--- src/rtl/rnn_ctrl_pkg.sv ---
// Shared definitions for the RNN training-datapath controllers:
// the sequencer state encoding and a constant-evaluable clog2.
package rnn_ctrl_pkg;

    typedef enum logic [1:0] {
        ST_IDLE  = 2'd0,
        ST_SWEEP = 2'd1,
        ST_FLUSH = 2'd2
    } state_t;

    // Ceiling log2, at least 1 so a 2-entry RAM still gets a 1-bit address.
    function automatic int clog2(input int value);
        int result;
        int rest;
        result = 0;
        rest   = value - 1;
        while (rest > 0) begin
            result = result + 1;
            rest   = rest >> 1;
        end
        if (result < 1) begin
            result = 1;
        end else begin
            result = result;
        end
        return result;
    endfunction

endpackage

--- src/rtl/weight_ram_sequencer_if.sv ---
// Handshake bundle between the weight RAM sequencer and its neighbours:
// sweep control from the scheduler, the row stream to the matrix-vector
// unit and the write-back channel from the weight-update unit.
interface weight_ram_sequencer_if #(
    parameter int NROW     = 16,
    parameter int NCOL     = 16,
    parameter int BITWIDTH = 18,
    parameter int ADDR_W   = rnn_ctrl_pkg::clog2(NCOL)
);
    logic                     sweep_start;
    logic [ADDR_W-1:0]        sweep_lo;
    logic [ADDR_W-1:0]        sweep_hi;
    logic                     sweep_stall;
    logic                     sweep_busy;
    logic                     sweep_done;
    logic                     row_valid;
    logic [ADDR_W-1:0]        row_index;
    logic [NROW*BITWIDTH-1:0] row_data;
    logic                     upd_valid;
    logic                     upd_ready;
    logic [ADDR_W-1:0]        upd_addr;
    logic [NROW*BITWIDTH-1:0] upd_row;
    logic                     cfg_err;

    modport master (
        output sweep_start, sweep_lo, sweep_hi, sweep_stall,
        output upd_valid, upd_addr, upd_row,
        input  sweep_busy, sweep_done, row_valid, row_index, row_data,
        input  upd_ready, cfg_err
    );

    modport slave (
        input  sweep_start, sweep_lo, sweep_hi, sweep_stall,
        input  upd_valid, upd_addr, upd_row,
        output sweep_busy, sweep_done, row_valid, row_index, row_data,
        output upd_ready, cfg_err
    );
endinterface

--- src/rtl/wrap_counter.sv ---
// Row pointer: loadable, advances on enable and wraps from LAST back to 0,
// so non-power-of-two RAM depths wrap correctly.
module wrap_counter #(
    parameter int ADDR_W = 4,
    parameter int LAST   = 15
) (
    input  logic              clk,
    input  logic              reset,
    input  logic              load,
    input  logic [ADDR_W-1:0] load_val,
    input  logic              en,
    output logic [ADDR_W-1:0] count
);
    localparam logic [ADDR_W-1:0] LAST_C = ADDR_W'(LAST);
    localparam logic [ADDR_W-1:0] ONE_C  = ADDR_W'(1);

    logic [ADDR_W-1:0] count_r;

    // Load has priority over advance; advance wraps at LAST.
    always_ff @(posedge clk) begin
        if (reset) begin
            count_r <= '0;
        end else if (load) begin
            count_r <= load_val;
        end else if (en) begin
            count_r <= (count_r == LAST_C) ? '0 : count_r + ONE_C;
        end else begin
            count_r <= count_r;
        end
    end

    assign count = count_r;
endmodule

--- src/rtl/weight_ram_sequencer.sv ---
// Owns both ports of one weight RAM: streams a contiguous (possibly
// wrapping) range of rows to the consumer during a sweep, and accepts
// row write-backs while idle. RAM reads on negedge; this block re-registers
// the read data on posedge so row_data lines up with row_valid.
module weight_ram_sequencer
    import rnn_ctrl_pkg::*;
#(
    parameter int NROW     = 16,
    parameter int NCOL     = 16,
    parameter int BITWIDTH = 18,
    parameter int ADDR_W   = clog2(NCOL)
) (
    input  logic                     clk,
    input  logic                     reset,
    weight_ram_sequencer_if.slave    bus,
    output logic [ADDR_W-1:0]        ram_addr_in,
    output logic [ADDR_W-1:0]        ram_addr_out,
    output logic                     ram_write_en,
    output logic [NROW*BITWIDTH-1:0] ram_row_in,
    input  logic [NROW*BITWIDTH-1:0] ram_row_out
);
    localparam int              ROW_W  = NROW * BITWIDTH;
    localparam logic [ADDR_W:0] NCOL_W = (ADDR_W + 1)'(NCOL);
    localparam logic [ADDR_W:0] ONE_W  = (ADDR_W + 1)'(1);

    state_t            state_r;
    logic [ADDR_W:0]   remain_r;
    logic              busy_r;
    logic              done_r;
    logic              row_valid_r;
    logic [ADDR_W-1:0] row_index_r;
    logic [ROW_W-1:0]  row_data_r;
    logic              cfg_err_r;
    logic              wr_en_r;
    logic [ADDR_W-1:0] wr_addr_r;
    logic [ROW_W-1:0]  wr_row_r;

    logic [ADDR_W-1:0] ptr_s;
    logic [ADDR_W:0]   lo_ext_s;
    logic [ADDR_W:0]   hi_ext_s;
    logic [ADDR_W:0]   count_s;
    logic              start_ok_s;
    logic              start_bad_s;
    logic              issue_s;
    logic              upd_ready_s;
    logic              upd_ok_s;
    logic              upd_bad_s;

    // Decode start/write acceptance, issue strobe and sweep length.
    always_comb begin
        lo_ext_s    = {1'b0, bus.sweep_lo};
        hi_ext_s    = {1'b0, bus.sweep_hi};
        start_ok_s  = 1'b0;
        start_bad_s = 1'b0;
        if (state_r == ST_IDLE && bus.sweep_start) begin
            if (lo_ext_s < NCOL_W && hi_ext_s < NCOL_W) begin
                start_ok_s = 1'b1;
            end else begin
                start_bad_s = 1'b1;
            end
        end else begin
            start_ok_s  = 1'b0;
            start_bad_s = 1'b0;
        end
        // Row count; the wrapped form covers lo > hi.
        if (lo_ext_s <= hi_ext_s) begin
            count_s = hi_ext_s - lo_ext_s + ONE_W;
        end else begin
            count_s = NCOL_W - lo_ext_s + hi_ext_s + ONE_W;
        end
        issue_s     = (state_r == ST_SWEEP) && !bus.sweep_stall;
        // A same-cycle start outranks a write-back.
        upd_ready_s = (state_r == ST_IDLE) && !bus.sweep_start && !reset;
        upd_ok_s    = bus.upd_valid && upd_ready_s && ({1'b0, bus.upd_addr} < NCOL_W);
        upd_bad_s   = bus.upd_valid && upd_ready_s && !({1'b0, bus.upd_addr} < NCOL_W);
    end

    wrap_counter #(
        .ADDR_W (ADDR_W),
        .LAST   (NCOL - 1)
    ) u_ptr (
        .clk      (clk),
        .reset    (reset),
        .load     (start_ok_s),
        .load_val (bus.sweep_lo),
        .en       (issue_s),
        .count    (ptr_s)
    );

    // Sweep FSM: the remaining-row count, not ptr==hi, ends the sweep so
    // both single-row and full-wrap ranges terminate correctly.
    always_ff @(posedge clk) begin
        if (reset) begin
            state_r  <= ST_IDLE;
            remain_r <= '0;
            busy_r   <= 1'b0;
        end else begin
            case (state_r)
                ST_IDLE: begin
                    if (start_ok_s) begin
                        state_r  <= ST_SWEEP;
                        remain_r <= count_s;
                        busy_r   <= 1'b1;
                    end else begin
                        state_r  <= ST_IDLE;
                        busy_r   <= 1'b0;
                    end
                end
                ST_SWEEP: begin
                    if (issue_s) begin
                        remain_r <= remain_r - ONE_W;
                        if (remain_r == ONE_W) begin
                            state_r <= ST_FLUSH;
                        end else begin
                            state_r <= ST_SWEEP;
                        end
                    end else begin
                        remain_r <= remain_r;
                    end
                end
                ST_FLUSH: begin
                    state_r <= ST_IDLE;
                    busy_r  <= 1'b0;
                end
                default: begin
                    state_r <= ST_IDLE;
                    busy_r  <= 1'b0;
                end
            endcase
        end
    end

    // Read-return, write-back and error registers.
    always_ff @(posedge clk) begin
        if (reset) begin
            row_valid_r <= 1'b0;
            row_index_r <= '0;
            row_data_r  <= '0;
            done_r      <= 1'b0;
            cfg_err_r   <= 1'b0;
            wr_en_r     <= 1'b0;
            wr_addr_r   <= '0;
            wr_row_r    <= '0;
        end else begin
            row_valid_r <= issue_s;
            done_r      <= issue_s && (remain_r == ONE_W);
            cfg_err_r   <= start_bad_s || upd_bad_s;
            wr_en_r     <= upd_ok_s;
            if (issue_s) begin
                row_index_r <= ptr_s;
                row_data_r  <= ram_row_out;
            end else begin
                row_index_r <= row_index_r;
                row_data_r  <= row_data_r;
            end
            if (upd_ok_s) begin
                wr_addr_r <= bus.upd_addr;
                wr_row_r  <= bus.upd_row;
            end else begin
                wr_addr_r <= wr_addr_r;
                wr_row_r  <= wr_row_r;
            end
        end
    end

    assign bus.sweep_busy = busy_r;
    assign bus.sweep_done = done_r;
    assign bus.row_valid  = row_valid_r;
    assign bus.row_index  = row_index_r;
    assign bus.row_data   = row_data_r;
    assign bus.upd_ready  = upd_ready_s;
    assign bus.cfg_err    = cfg_err_r;
    assign ram_addr_out   = ptr_s;
    assign ram_addr_in    = wr_addr_r;
    assign ram_write_en   = wr_en_r;
    assign ram_row_in     = wr_row_r;
endmodule

--- src/flat_wrapper.sv ---
// flat-port wrapper written by rule: the top's interface ports become plain ports
module weight_ram_sequencer_flat import rnn_ctrl_pkg::*;
#(
    parameter int NROW     = 16,
    parameter int NCOL     = 16,
    parameter int BITWIDTH = 18,
    parameter int ADDR_W   = clog2(NCOL)
)
  (clk, reset, ram_addr_in, ram_addr_out, ram_write_en, ram_row_in, ram_row_out, bus_sweep_start, bus_sweep_lo, bus_sweep_hi, bus_sweep_stall, bus_upd_valid, bus_upd_addr, bus_upd_row, bus_sweep_busy, bus_sweep_done, bus_row_valid, bus_row_index, bus_row_data, bus_upd_ready, bus_cfg_err);
  weight_ram_sequencer_if #(.NROW(NROW), .NCOL(NCOL), .BITWIDTH(BITWIDTH), .ADDR_W(ADDR_W)) bus_i ();
  input  logic clk;
  input  logic reset;
  output logic [ADDR_W-1:0] ram_addr_in;
  output logic [ADDR_W-1:0] ram_addr_out;
  output logic ram_write_en;
  output logic [NROW*BITWIDTH-1:0] ram_row_in;
  input  logic [NROW*BITWIDTH-1:0] ram_row_out;
  input wire logic [$bits(bus_i.sweep_start)-1:0] bus_sweep_start;
  input wire logic [$bits(bus_i.sweep_lo)-1:0] bus_sweep_lo;
  input wire logic [$bits(bus_i.sweep_hi)-1:0] bus_sweep_hi;
  input wire logic [$bits(bus_i.sweep_stall)-1:0] bus_sweep_stall;
  input wire logic [$bits(bus_i.upd_valid)-1:0] bus_upd_valid;
  input wire logic [$bits(bus_i.upd_addr)-1:0] bus_upd_addr;
  input wire logic [$bits(bus_i.upd_row)-1:0] bus_upd_row;
  output wire logic [$bits(bus_i.sweep_busy)-1:0] bus_sweep_busy;
  output wire logic [$bits(bus_i.sweep_done)-1:0] bus_sweep_done;
  output wire logic [$bits(bus_i.row_valid)-1:0] bus_row_valid;
  output wire logic [$bits(bus_i.row_index)-1:0] bus_row_index;
  output wire logic [$bits(bus_i.row_data)-1:0] bus_row_data;
  output wire logic [$bits(bus_i.upd_ready)-1:0] bus_upd_ready;
  output wire logic [$bits(bus_i.cfg_err)-1:0] bus_cfg_err;
  assign bus_i.sweep_start = bus_sweep_start;
  assign bus_i.sweep_lo = bus_sweep_lo;
  assign bus_i.sweep_hi = bus_sweep_hi;
  assign bus_i.sweep_stall = bus_sweep_stall;
  assign bus_i.upd_valid = bus_upd_valid;
  assign bus_i.upd_addr = bus_upd_addr;
  assign bus_i.upd_row = bus_upd_row;
  assign bus_sweep_busy = bus_i.sweep_busy;
  assign bus_sweep_done = bus_i.sweep_done;
  assign bus_row_valid = bus_i.row_valid;
  assign bus_row_index = bus_i.row_index;
  assign bus_row_data = bus_i.row_data;
  assign bus_upd_ready = bus_i.upd_ready;
  assign bus_cfg_err = bus_i.cfg_err;
  weight_ram_sequencer #(.NROW(NROW), .NCOL(NCOL), .BITWIDTH(BITWIDTH), .ADDR_W(ADDR_W)) u_core (.clk(clk), .reset(reset), .bus(bus_i), .ram_addr_in(ram_addr_in), .ram_addr_out(ram_addr_out), .ram_write_en(ram_write_en), .ram_row_in(ram_row_in), .ram_row_out(ram_row_out));
endmodule
--- config.mk ---
export PLATFORM = sky130hd
export DESIGN_NAME = weight_ram_sequencer_flat
export DESIGN_NICKNAME = d
export VERILOG_FILES = /design/src/rtl/rnn_ctrl_pkg.sv /design/src/rtl/weight_ram_sequencer_if.sv /design/src/rtl/wrap_counter.sv /design/src/rtl/weight_ram_sequencer.sv /design/src/flat_wrapper.sv
export SDC_FILE = /design/constraint.sdc
export NUM_CORES = 1
export LEC_CHECK = 0
export BUFFER_PORTS_ARGS = -buffer_cell sky130_fd_sc_hd__buf_2
export CORE_AREA = 2 2 468 470
export DETAILED_ROUTE_END_ITERATION = 16
export DIE_AREA = 0 0 470 472
export PLACE_DENSITY = 0.37
export SLEW_MARGIN = 20
export SYNTH_ARGS = -nofsm -noshare
export SYNTH_HDL_FRONTEND = slang
export SYNTH_SLANG_ARGS = --single-unit
export TNS_END_PERCENT = 50
--- constraint.sdc ---
create_clock -name clk -period 2.3 [get_ports clk]
set_clock_uncertainty 0.15 [all_clocks]
set_input_delay 0.69 -clock clk [delete_from_list [all_inputs] [get_ports clk]]
set_output_delay 0.69 -clock clk [all_outputs]
set_load 0.01 [all_outputs]
==> key figures, run 1 <==
Clock tree
  – Clk_lat worst skew: roughly 0.7 ns
  – Clock Sink Count: approximately 600
  – Clk buf depth: 3
  – CTS tree: built
  – Root Buffer: clkbuf_16
  – Clk slew on worst S/H paths: approximately 0.050 ns
  – H-tree lvl count: 3
  – CTS Buf Count: 81

Yosys
  – Synth unique cells: 46
  – Dominant synthesized flop cell: dfxtp_1
  – Share of the synthesized area in the top cell type: a little under three fifths
  – Cell taking the most area after synthesis: dfxtp_1
  – Synth area leaders: dfxtp_1, nand2_1, a21oi_1
  – Mapped Area: ~21000 µm²
  – Most frequent cell after synthesis: nand2_1
  – Syn. warnings: 0
  – Share of the yosys chip area belonging to registers: 57.4%
  – Total nets after synthesis: ~3300
  – Synth cell count leaders: nand2_1, dfxtp_1, a21oi_1
  – Cells after Synth: between 2000 and 3000
  – Post-synth EDFFs: 0
  – #FFs+latches synth: around 600
  – Async set-reset flop share out of synthesis: 0%
  – Post-Syn Area per Cell: between 7 and 8 µm²

Detailed routing
  – DR vias: 24099
  – Avg WL per Cell: between 20 and 25 µm
  – DR iter-0 viols: around 1300
  – Wirelength, routed: around 160000 µm
  – Pre-antenna DRT Iters: 5
  – ANT nets after route: 0
  – Vias per cell: roughly 3.5
  – DRC: 0

Placement
  – DP HPWL: around 140000 µm
  – GPL Wtd Cong: between 0.9 and 1
  – Pre-CTS setup slack: -0.230 ns
  – IO Port Bufs: 1185

Timing
  – Period utilization: 104%
  – Min Hold Slack: around 0.085 ns
  – Fmax: about 0.42 GHz
  – Final worst slack: -0.0916 ns
  – RSZ-0062 raised after global routing: true
  – Slew HR: 58.4%
  – Slew @ Worst Pin: approximately 0.62 ns
  – Final critical-path required period: between 2 and 2.5 ns
  – Hold Fails Final Rpt: 0
  – Max-slew violations: 0
  – Number of setup violations in the final report: 1

Global route
  – Grt total ovfl: 0
  – Largest net degree at the start of global routing: 118
  – Global routing usage on met3: about 7.6%
  – Initial antenna violation count: 100
  – Met2 capacity usage during global routing: approximately 22%
  – Global route hottest layer: met2
  – GRT Util Overall: 14.1%
  – First-pass GRT wire length: ~210000 µm
  – Met1 usage: 17.1%
  – Vias in the first global route: approximately 24000

Die
  – Die area: between 200000 and 250000 µm²
  – Die W: between 400 and 500 µm
  – Row cnt: between 150 and 200
  – Starting Density: 9.65%
  – Ports: around 1200
  – Core Region: 217000 µm²
  – Die Y: approximately 470 µm

Job
  – Max cap viols: 0

Outcome
  – Status: complete, but fails checks
  – Violated checks: setup timing

Critical path
  – Worst-path maximum fanout: 2
  – CP max-delay cell: dfxtp_4
  – Cell Chain, Critical Path: nor4_4 > buf_4 > buf_12
  – CP Data Arrival Time: 1.55 ns
  – Crit path launch type: flop
  – Critical Path Max Stage Delay: 0.38 ns
  – CP required: between 1 and 1.5 ns
  – Critical path class: reg2out
  – Worst Setup End Kind: output port

Final layout
  – Final design utilization: roughly 17%
  – Nets: 4641
  – Synthesis-to-finish area growth: 71.3%
  – Share of layout cells above drive strength 1: 34.9%

Power and ir drop
  – Power per Cell Area: just under 800 nW/µm²
  – Max IR drop VDD: between 0.4 and 0.5 mV
  – Pleak: 15.2 nW

Min path
  – Hold crit path type: in2reg
==> power breakdown <==
part / leakage (nW) / switching, W / internal, W
Clock: 1.36 / 0.00548 / 0.00806
Combinational: 8.93 / 0.00199 / 0.00136
Sequential: 4.87 / 0.000243 / 0.0108
==> flip-flops by register name, indices dropped and copies added, names as in the netlist <==
name / flops
u_core.bus.row_data: 288
u_core.ram_row_in: 288
u_core.remain_r: 5
u_core.bus.row_index: 4
u_core.ram_addr_in: 4
u_core.u_ptr.count: 4
u_core.state_r: 2
u_core.bus.row_valid: 1
u_core.bus.sweep_busy: 1
u_core.bus.sweep_done: 1
u_core.ram_write_en: 1
==> cell type report <==
type                    count  area (µm²)
fillers                 24929      181000
multi-input cells        1846        8070
inverters                  13        56.3
clock inverters            35         534
repair buffers           1492        9180
clock buffers             111        2290
well taps                2854        3570
diodes                     30        75.1
flip-flops and latches    599       12000
==> through the flow <==
step,cell area [µm²],total power [W],TNS (ns),cells
floorplan,20900,0.0124,0,2657
global placement,30700,0.0144,-1.39,6593
detailed placement,30700,0.0144,-3.86,6593
CTS,35700,0.0286,-0.296,6949
global route,35700,0.0291,-0.218,6961
finish,35800,0.0279,-0.0916,6980
==> repair_timing <==
item | CTS | global route
setup buffers | 0 | 1
pin swaps | 1 | 1
endpoints found under the setup margin | 14 | 1
cloned | 0 | 0
resized for setup | 19 | 1
hold buffers | 210 | 0
hold endpoints to repair | 210 | 0
==> path summary, 6_finish.rpt <==
kind / to / slack, ns / cells past startpoint / from
setup reg to reg: u_core.ram_row_in[18]$_SDFFE_PP0P_ / 0.32 / 8 / u_core.state_r[1]$_SDFFE_PP0N_
hold / removal: u_core.bus.row_data[230]$_SDFFE_PP0P_ / 0.08 / 3 / ram_row_out[230]
setup / recovery: bus_upd_ready / -0.09 / 3 / u_core.state_r[1]$_SDFFE_PP0N_
hold reg to reg: u_core.ram_addr_in[1]$_SDFFE_PP0P_ / 0.30 / 2 / u_core.ram_addr_in[1]$_SDFFE_PP0P_
==> critical path, delay by kind of cell, from the launching register on <==
family        cells  cell delay (ns)
flops             1             0.38
buf+inv           2             0.29
simple gates      1             0.20
==> layer usage <==
metal	up-vias	share of wire, %
li1	11370	-
met1	11315	42
met2	1108	43
met3	232	12
met4	74	2.4
met5	-	0.26
==> placed cells by master (no fill, tap or decap), types with 2 or more instances in the layout <==
cell              n
or3b_2            2
dlygate4sd3_1   210
inv_6             2
a211oi_1          3
ha_1             11
nor3_1            4
buf_12           30
a21oi_1         593
nand4_1           2
a21o_1            2
clkbuf_1         15
inv_1            12
buf_2          1172
nor2b_1           2
dfxtp_2           3
nand2_1        1170
buf_4            78
nor2_1           10
clkinv_4          5
clkbuf_8         15
clkbuf_16        81
xor2_1            2
clkinv_2          7
bufinv_16         9
clkinv_8          2
nand2b_1          4
diode_2          30
dfxtp_4           2
o211ai_1          3
clkinvlp_4        6
inv_16            3
ha_4              3
nor3b_1           2
dfxtp_1         594
o21ai_0           7
==> cell families (layout without fill, tap and decap cells) <==
logic type,count (synthesis),count (layout),synth area share (%)
buffers and inverters,212,1651,4.22
other,1,31,0.0180
adder cells (fa/ha/maj),15,15,0.935
XOR/XNOR,2,2,0.0839
AND/OR/NAND/NOR,1209,1209,22.2
flip-flops,599,599,57.4
AO/OA/AOI/OAI,619,619,15.1
Note: power is estimated with default switching activity, not from simulation.
==> run 2, diff against run 1 <==
Settings changed: RECOVER_POWER from default to 100.
==> key figures, run 2 (synthesis results as in run 1) <==
Timing
  – Slew @ Worst Pin: 0.999 ns (+0.374 ns)
  – Max-slew violations: 0 (unchanged)
  – Slew HR: 33.4% (-25 points)
  – RSZ-0062 raised after global routing: true
  – Final critical-path required period: 2.39 ns (-0.000744 ns)
  – Period utilization: 104% (about the same)
  – Fmax: 0.418 GHz (about the same)
  – Number of setup violations in the final report: 1 (unchanged)
  – Hold Fails Final Rpt: 0 (unchanged)
  – Final worst slack: -0.0908 ns (+0.000744 ns)
  – Setup TNS: -0.0908 ns (+0.000744 ns)

Global route
  – Largest net degree at the start of global routing: 118 (unchanged)
  – Vias in the first global route: 23775 (unchanged)
  – Grt total ovfl: 0 (unchanged)
  – Initial antenna violation count: 100 (unchanged)
  – First-pass GRT wire length: 214000 µm (unchanged)
  – GRT Util Overall: 14.1% (unchanged)

Clock tree
  – Clk slew on worst S/H paths: 0.05 ns (about the same)
  – Clock Sink Count: 599 (unchanged)
  – Clk buf depth: 3 (unchanged)
  – CTS tree: built
  – Clk_lat worst skew: 0.69 ns (about the same)
  – Root Buffer: clkbuf_16
  – CTS Buf Count: 81 (unchanged)
  – H-tree lvl count: 3 (unchanged)

Power and ir drop
  – Power per Cell Area: 781 nW/µm² (about the same)
  – Max IR drop VDD: 0.491 mV (-0.11%)
  – Pleak: 15.1 nW (-0.14%)

Detailed routing
  – ANT nets after route: 0 (unchanged)
  – Vias per cell: 3.44 (-0.26%)
  – DR vias: 24037 (-0.26%)
  – Wirelength, routed: 163000 µm (about the same)
  – DRC: 0 (unchanged)
  – DR iter-0 viols: 1289 (+1.0%)
  – Pre-antenna DRT Iters: 5 (unchanged)
  – Avg WL per Cell: 23.3 µm (about the same)

Critical path
  – Reg2Reg Setup Slack: 0.02 ns (-0.30 ns)
  – Worst Setup End Kind: output port
  – Worst reg2reg startpoint: u_core.state_r[1]$_SDFFE_PP0N_
  – CP max-delay cell: dfxtp_4
  – Worst-path maximum fanout: 2 (unchanged)
  – CP required: 1.46 ns (about the same)
  – Crit path launch type: flop
  – Origin of the worst setup path: u_core.state_r[1]$_SDFFE_PP0N_
  – Worst R2R Path Depth: 9 (+1)
  – CP Data Arrival Time: 1.55 ns (about the same)
  – Reg2reg end: u_core.ram_row_in[95]$_SDFFE_PP0P_
  – Critical Path Max Stage Delay: 0.38 ns (about the same)
  – Critical path class: reg2out
  – Cell Chain, Critical Path: nor4_4 > buf_4 > buf_12
  – End point of the critical path: bus_upd_ready

Min path
  – Hold crit path type: in2reg
  – Min-Delay Startpoint: ram_row_out[230]

Outcome
  – Violated checks: setup timing
  – Status: complete, but fails checks

Final layout
  – Most common cell after layout, fill and taps aside: buf_2
  – Synthesis-to-finish area growth: 71.2% (about the same)
  – Multi-input gate area: 8070 µm² (about the same)
  – Design Area, Final: 35700 µm² (about the same)
  – Most frequent cells in the layout: buf_2, nand2_1, dfxtp_1
  – Register area: 12000 µm² (unchanged)
  – Share of layout cells above drive strength 1: 34.9% (about the same)
  – Layout Cells excl Fill: 6980 (unchanged)
  – Fillers: 24939 (+0.040%)
  – Nets: 4641 (unchanged)

Die
  – Die area: 222000 µm² (unchanged)
  – Die Y: 472 µm (unchanged)
  – Starting Density: 9.65% (unchanged)
  – Die W: 470 µm (unchanged)
  – Row cnt: 171 (unchanged)
  – Core Region: 217000 µm² (unchanged)
  – Ports: 1187 (unchanged)

Placement
  – IO Port Bufs: 1185 (unchanged)
  – Placed insts: 6593 (unchanged)
  – DP HPWL: 137000 µm (unchanged)
  – Area after DPL: 30700 µm² (unchanged)
  – GPL Wtd Cong: 0.930 (unchanged)

Job
  – Max cap viols: 0 (unchanged)
[run 2: cell types whose count changed in the layout (fill, tap and decap cells not counted), sizes merged]
cell	delta
buf	-5
clkbuf	+5
[run 2: how the worst min path moves through the flow]
stage	end	slack [ns]	depth (start not counted)
2_1_floorplan	u_core.remain_r[3]$_SDFFE_PP0P_	0.33	2
3_3_place_gp	u_core.bus.row_data[105]$_SDFFE_PP0P_	0.29	2
3_5_place_dp	u_core.ram_row_in[121]$_SDFFE_PP0P_	0.29	2
4_1_cts	u_core.bus.row_data[119]$_SDFFE_PP0P_	0.00003	3
5_1_grt	u_core.bus.row_data[55]$_SDFFE_PP0P_	0.03	3
6_report	u_core.bus.row_data[230]$_SDFFE_PP0P_	0.09	3
[run 2: cell type report]
| type | count | area share, % |
|---|---|---|
| sequential | 599 | 33.6 |
| multi-input combinational | 1846 | 22.6 |
| clock inverter | 35 | 1.49 |
| clock buffer | 111 | 6.41 |
| antenna | 30 | 0.210 |
| timing repair buffer | 1492 | 25.6 |
| inverter | 13 | 0.158 |
| tap | 2854 | 9.99 |
[run 2: stage by stage]
| step | setup slack, ns | power (W) | utilization, % | hold slack, ns |
|---|---|---|---|---|
| after floorplan | 0.00669 | 0.0124 | - | 0.325 |
| after global placement | -0.339 | 0.0144 | 14.2 | 0.289 |
| after detailed placement | -0.230 | 0.0144 | 14.2 | 0.294 |
| after CTS | -0.296 | 0.0286 | 16.5 | 0.0000278 |
| after global routing | -0.218 | 0.0291 | 16.5 | 0.0254 |
| final | -0.0908 | 0.0279 | 16.5 | 0.0871 |
[run 2: metal layers]
layer	vias to the layer above	share of wire (%)	global-route usage [%]
li1	11370	-	-
met1	11273	41	17.1
met2	1085	43	21.7
met3	233	13	7.59
met4	76	2.4	3.56
met5	-	0.27	0
[run 2: report_power, final]
group	total, W	leakage, nW	switching, W	internal (W)
clock	0.0135	1.36	0.00548	0.00806
sequential	0.0110	4.87	0.000242	0.0108
combinational	0.00334	8.91	0.00199	0.00135
[run 2: critical path, delay by kind of cell, from the launching register on]
kind          cells  cell delay [ns]
flops             1             0.38
buf+inv           2             0.29
simple gates      1             0.20
[run 2: what timing repair did]
| action | in CTS | in global routing |
|---|---|---|
| hold buffers | 210 | 0 |
| setup endpoints to repair | 14 | 1 |
| setup buffers | 0 | 1 |
| pin swaps | 1 | 1 |
| resized for setup | 19 | 1 |
| hold endpoints to repair | 210 | 0 |
==> run 3, diff against run 2 <==
Settings changed: SETUP_SLACK_MARGIN from default to 0.1.
==> key figures, run 3 (synthesis results as in run 1) <==
Outcome
  – Status: complete, but fails checks
  – Violated checks: setup timing

Detailed routing
  – Avg WL per Cell: 23.2 µm (-0.58%)
  – Pre-antenna DRT Iters: 5 (unchanged)
  – Met1 WL: 67900 µm (+0.52%)
  – Wirelength, routed: 166000 µm (+1.9%)
  – Max Used Layer: met5
  – WL met3: 20700 µm (+1.1%)
  – DR iter-0 viols: 1241 (-3.7%)
  – DR vias: 24883 (+3.5%)
  – Vias per cell: 3.48 (+0.97%)
  – DRC: 0 (unchanged)
  – Met2 routed WL: 70400 µm (-0.27%)
  – ANT nets after route: 0 (unchanged)

Critical path
  – Worst Setup End Kind: output port
  – Most common cell on crit path: buf_12
  – Critical Path Max Stage Delay: 0.33 ns (-0.05 ns)
  – Reg2Reg Setup Slack: -0.01 ns (-0.03 ns)
  – Critical path class: reg2out
  – Worst R2R Path Depth: 6 (-3)
  – Reg2reg end: u_core.u_ptr.count[2]$_SDFFE_PP0P_
  – Crit path launch type: flop
  – Cell Chain, Critical Path: buf_12 > nor4_4 > buf_4 > buf_12
  – CP Data Arrival Time: 1.71 ns (+0.16 ns)
  – Worst-path maximum fanout: 2 (unchanged)
  – CP max-delay cell: dfxtp_2
  – Worst reg2reg startpoint: u_core.state_r[0]$_SDFFE_PP0N_
  – CP required: 1.46 ns (about the same)

Die
  – Die Y: 472 µm (unchanged)
  – Die area: 222000 µm² (unchanged)
  – Die W: 470 µm (unchanged)
  – Ports: 1187 (unchanged)
  – Core Region: 217000 µm² (unchanged)
  – Row cnt: 171 (unchanged)
  – Starting Density: 9.65% (unchanged)

Timing
  – RSZ-0062 raised after global routing: true
  – Period utilization: 111% (+6.9 points)
  – Final worst slack: -0.249 ns (-0.159 ns)
  – Slew @ Worst Pin: 0.878 ns (-0.121 ns)
  – Fmax: 0.392 GHz (-6.2%)
  – Slew HR: 41.5% (+8.1 points)
  – Hold Fails Final Rpt: 0 (unchanged)
  – Max-slew violations: 0 (unchanged)
  – Final critical-path required period: 2.55 ns (+0.159 ns)
  – Number of setup violations in the final report: 2 (+1)
  – Setup TNS: -0.258 ns (-0.168 ns)

Final layout
  – Fillers: 24835 (-0.42%)
  – Nets: 4819 (+3.8%)
  – Share of layout cells above drive strength 1: 34.8% (-0.13 points)
  – Synthesis-to-finish area growth: 81.3%
  – Most frequent cells in the layout: nand2_1, buf_2, a21oi_1
  – Most common cell after layout, fill and taps aside: nand2_1

Clock tree
  – Root Buffer: clkbuf_16
  – Clk_lat worst skew: 0.71 ns (+0.02 ns)
  – Clk buf depth: 3 (unchanged)
  – CTS Buf Count: 81 (unchanged)
  – CTS tree: built
  – Clock Sink Count: 599 (unchanged)
  – Clk slew on worst S/H paths: 0.06 ns (about the same)
  – H-tree lvl count: 3 (unchanged)

Placement
  – DP HPWL: 140000 µm (+2.0%)
  – Pre-CTS setup slack: -0.131 ns (+0.0986 ns)
  – IO Port Bufs: 1185 (unchanged)
  – GPL Wtd Cong: 0.914 (-1.7%)

Min path
  – Hold path depth: 3 (unchanged)
  – Hold Path Sink: u_core.bus.row_data[56]$_SDFFE_PP0P_
  – Hold crit path type: in2reg
  – Min-Delay Startpoint: ram_row_out[56]

Global route
  – Vias in the first global route: 24841 (+4.5%)
  – First-pass GRT wire length: 219000 µm (+2.4%)
  – Largest net degree at the start of global routing: 134 (+14%)
  – GRT Util Overall: 14.4% (+0.29 points)
  – Initial antenna violation count: 139 (+39%)
  – Grt total ovfl: 0 (unchanged)

Power and ir drop
  – Post-layout total power: 0.0279 W (about the same)
  – Max IR drop VDD: 0.493 mV (+0.48%)
  – Pleak: 15.9 nW (+4.9%)
  – Power per Cell Area: 737 nW/µm² (-5.6%)

Job
  – Max cap viols: 0 (unchanged)
-- run 3: changes by cell type in the layout (fill, tap and decap cells not counted), moves of 6 or more --
cell and change:
clkbuf_4 +7, dlygate4sd3_1 +149, clkbuf_1 +6, dfxtp_2 +30, dfxtp_1 -30, clkbuf_2 +7
buf_4 +75, buf_2 -110, buf_6 +45
-- run 3: worst max-delay path, delay by kind of cell, from the launching register on --
| kind | cells | cell delay [ns] |
|---|---|---|
| and+or+nand+nor | 1 | 0.25 |
| buffers and inverters | 3 | 0.42 |
| DFF | 1 | 0.33 |
-- run 3: how the worst max path moves through the flow --
stage | start | end | slack (ns)
after CTS | u_core.state_r[0]$_SDFFE_PP0N_ | bus_upd_ready | -0.38
after global routing | u_core.state_r[1]$_SDFFE_PP0N_ | bus_upd_ready | -0.35
after floorplan | bus_sweep_hi[3] | u_core.remain_r[4]$_SDFFE_PP0P_ | 0.1
after global placement | bus_sweep_lo[2] | u_core.remain_r[4]$_SDFFE_PP0P_ | -0.19
after detailed placement | bus_sweep_lo[2] | u_core.remain_r[4]$_SDFFE_PP0P_ | -0.13
final | u_core.state_r[1]$_SDFFE_PP0N_ | bus_upd_ready | -0.25
-- run 3: report_power, final --
part           switching [W]  internal, W
Sequential          0.000230       0.0108
Combinational        0.00205      0.00160
Clock                0.00562      0.00760
-- run 3: what timing repair did --
item                                    CTS  global route
hold buffers                            359             0
gates cloned                              0             0
endpoints found under the hold margin   359             0
endpoints found under the setup margin  134             7
resized for setup                       199             7
buffers inserted                          1             0
pin swaps                                 1             1
-- run 3: area by class of cell --
type,instances,area [µm²],area share [%]
Clock buffer,114,2300,6.08
Antenna cell,32,80.1,0.212
Tap cell,2854,3570,9.43
Sequential cell,599,12000,31.8
Inverter,13,56.3,0.149
Clock inverter,28,415,1.10
Timing Repair Buffer,1670,11300,29.9
Multi-Input combinational cell,1846,8090,21.4
-- run 3: stage by stage --
step	util [%]	cells	cell area (µm²)	hold WS (ns)
2_1_floorplan	-	2657	21000	0.325
3_3_place_gp	14.3	6622	31000	0.289
3_5_place_dp	14.3	6622	31000	0.293
6_report	17.5	7156	37900	0.0932
5_1_grt	17.5	7132	37800	0.0279
4_1_cts	17.5	7124	37900	0.000000999
-- run 3: metal layers --
metal  vias to the layer above  global-route usage (%)
met5                         -                       0
met1                     11596                    16.9
met4                        84                    5.17
met3                       306                    7.99
met2                      1161                    22.0
li1                      11736                       -
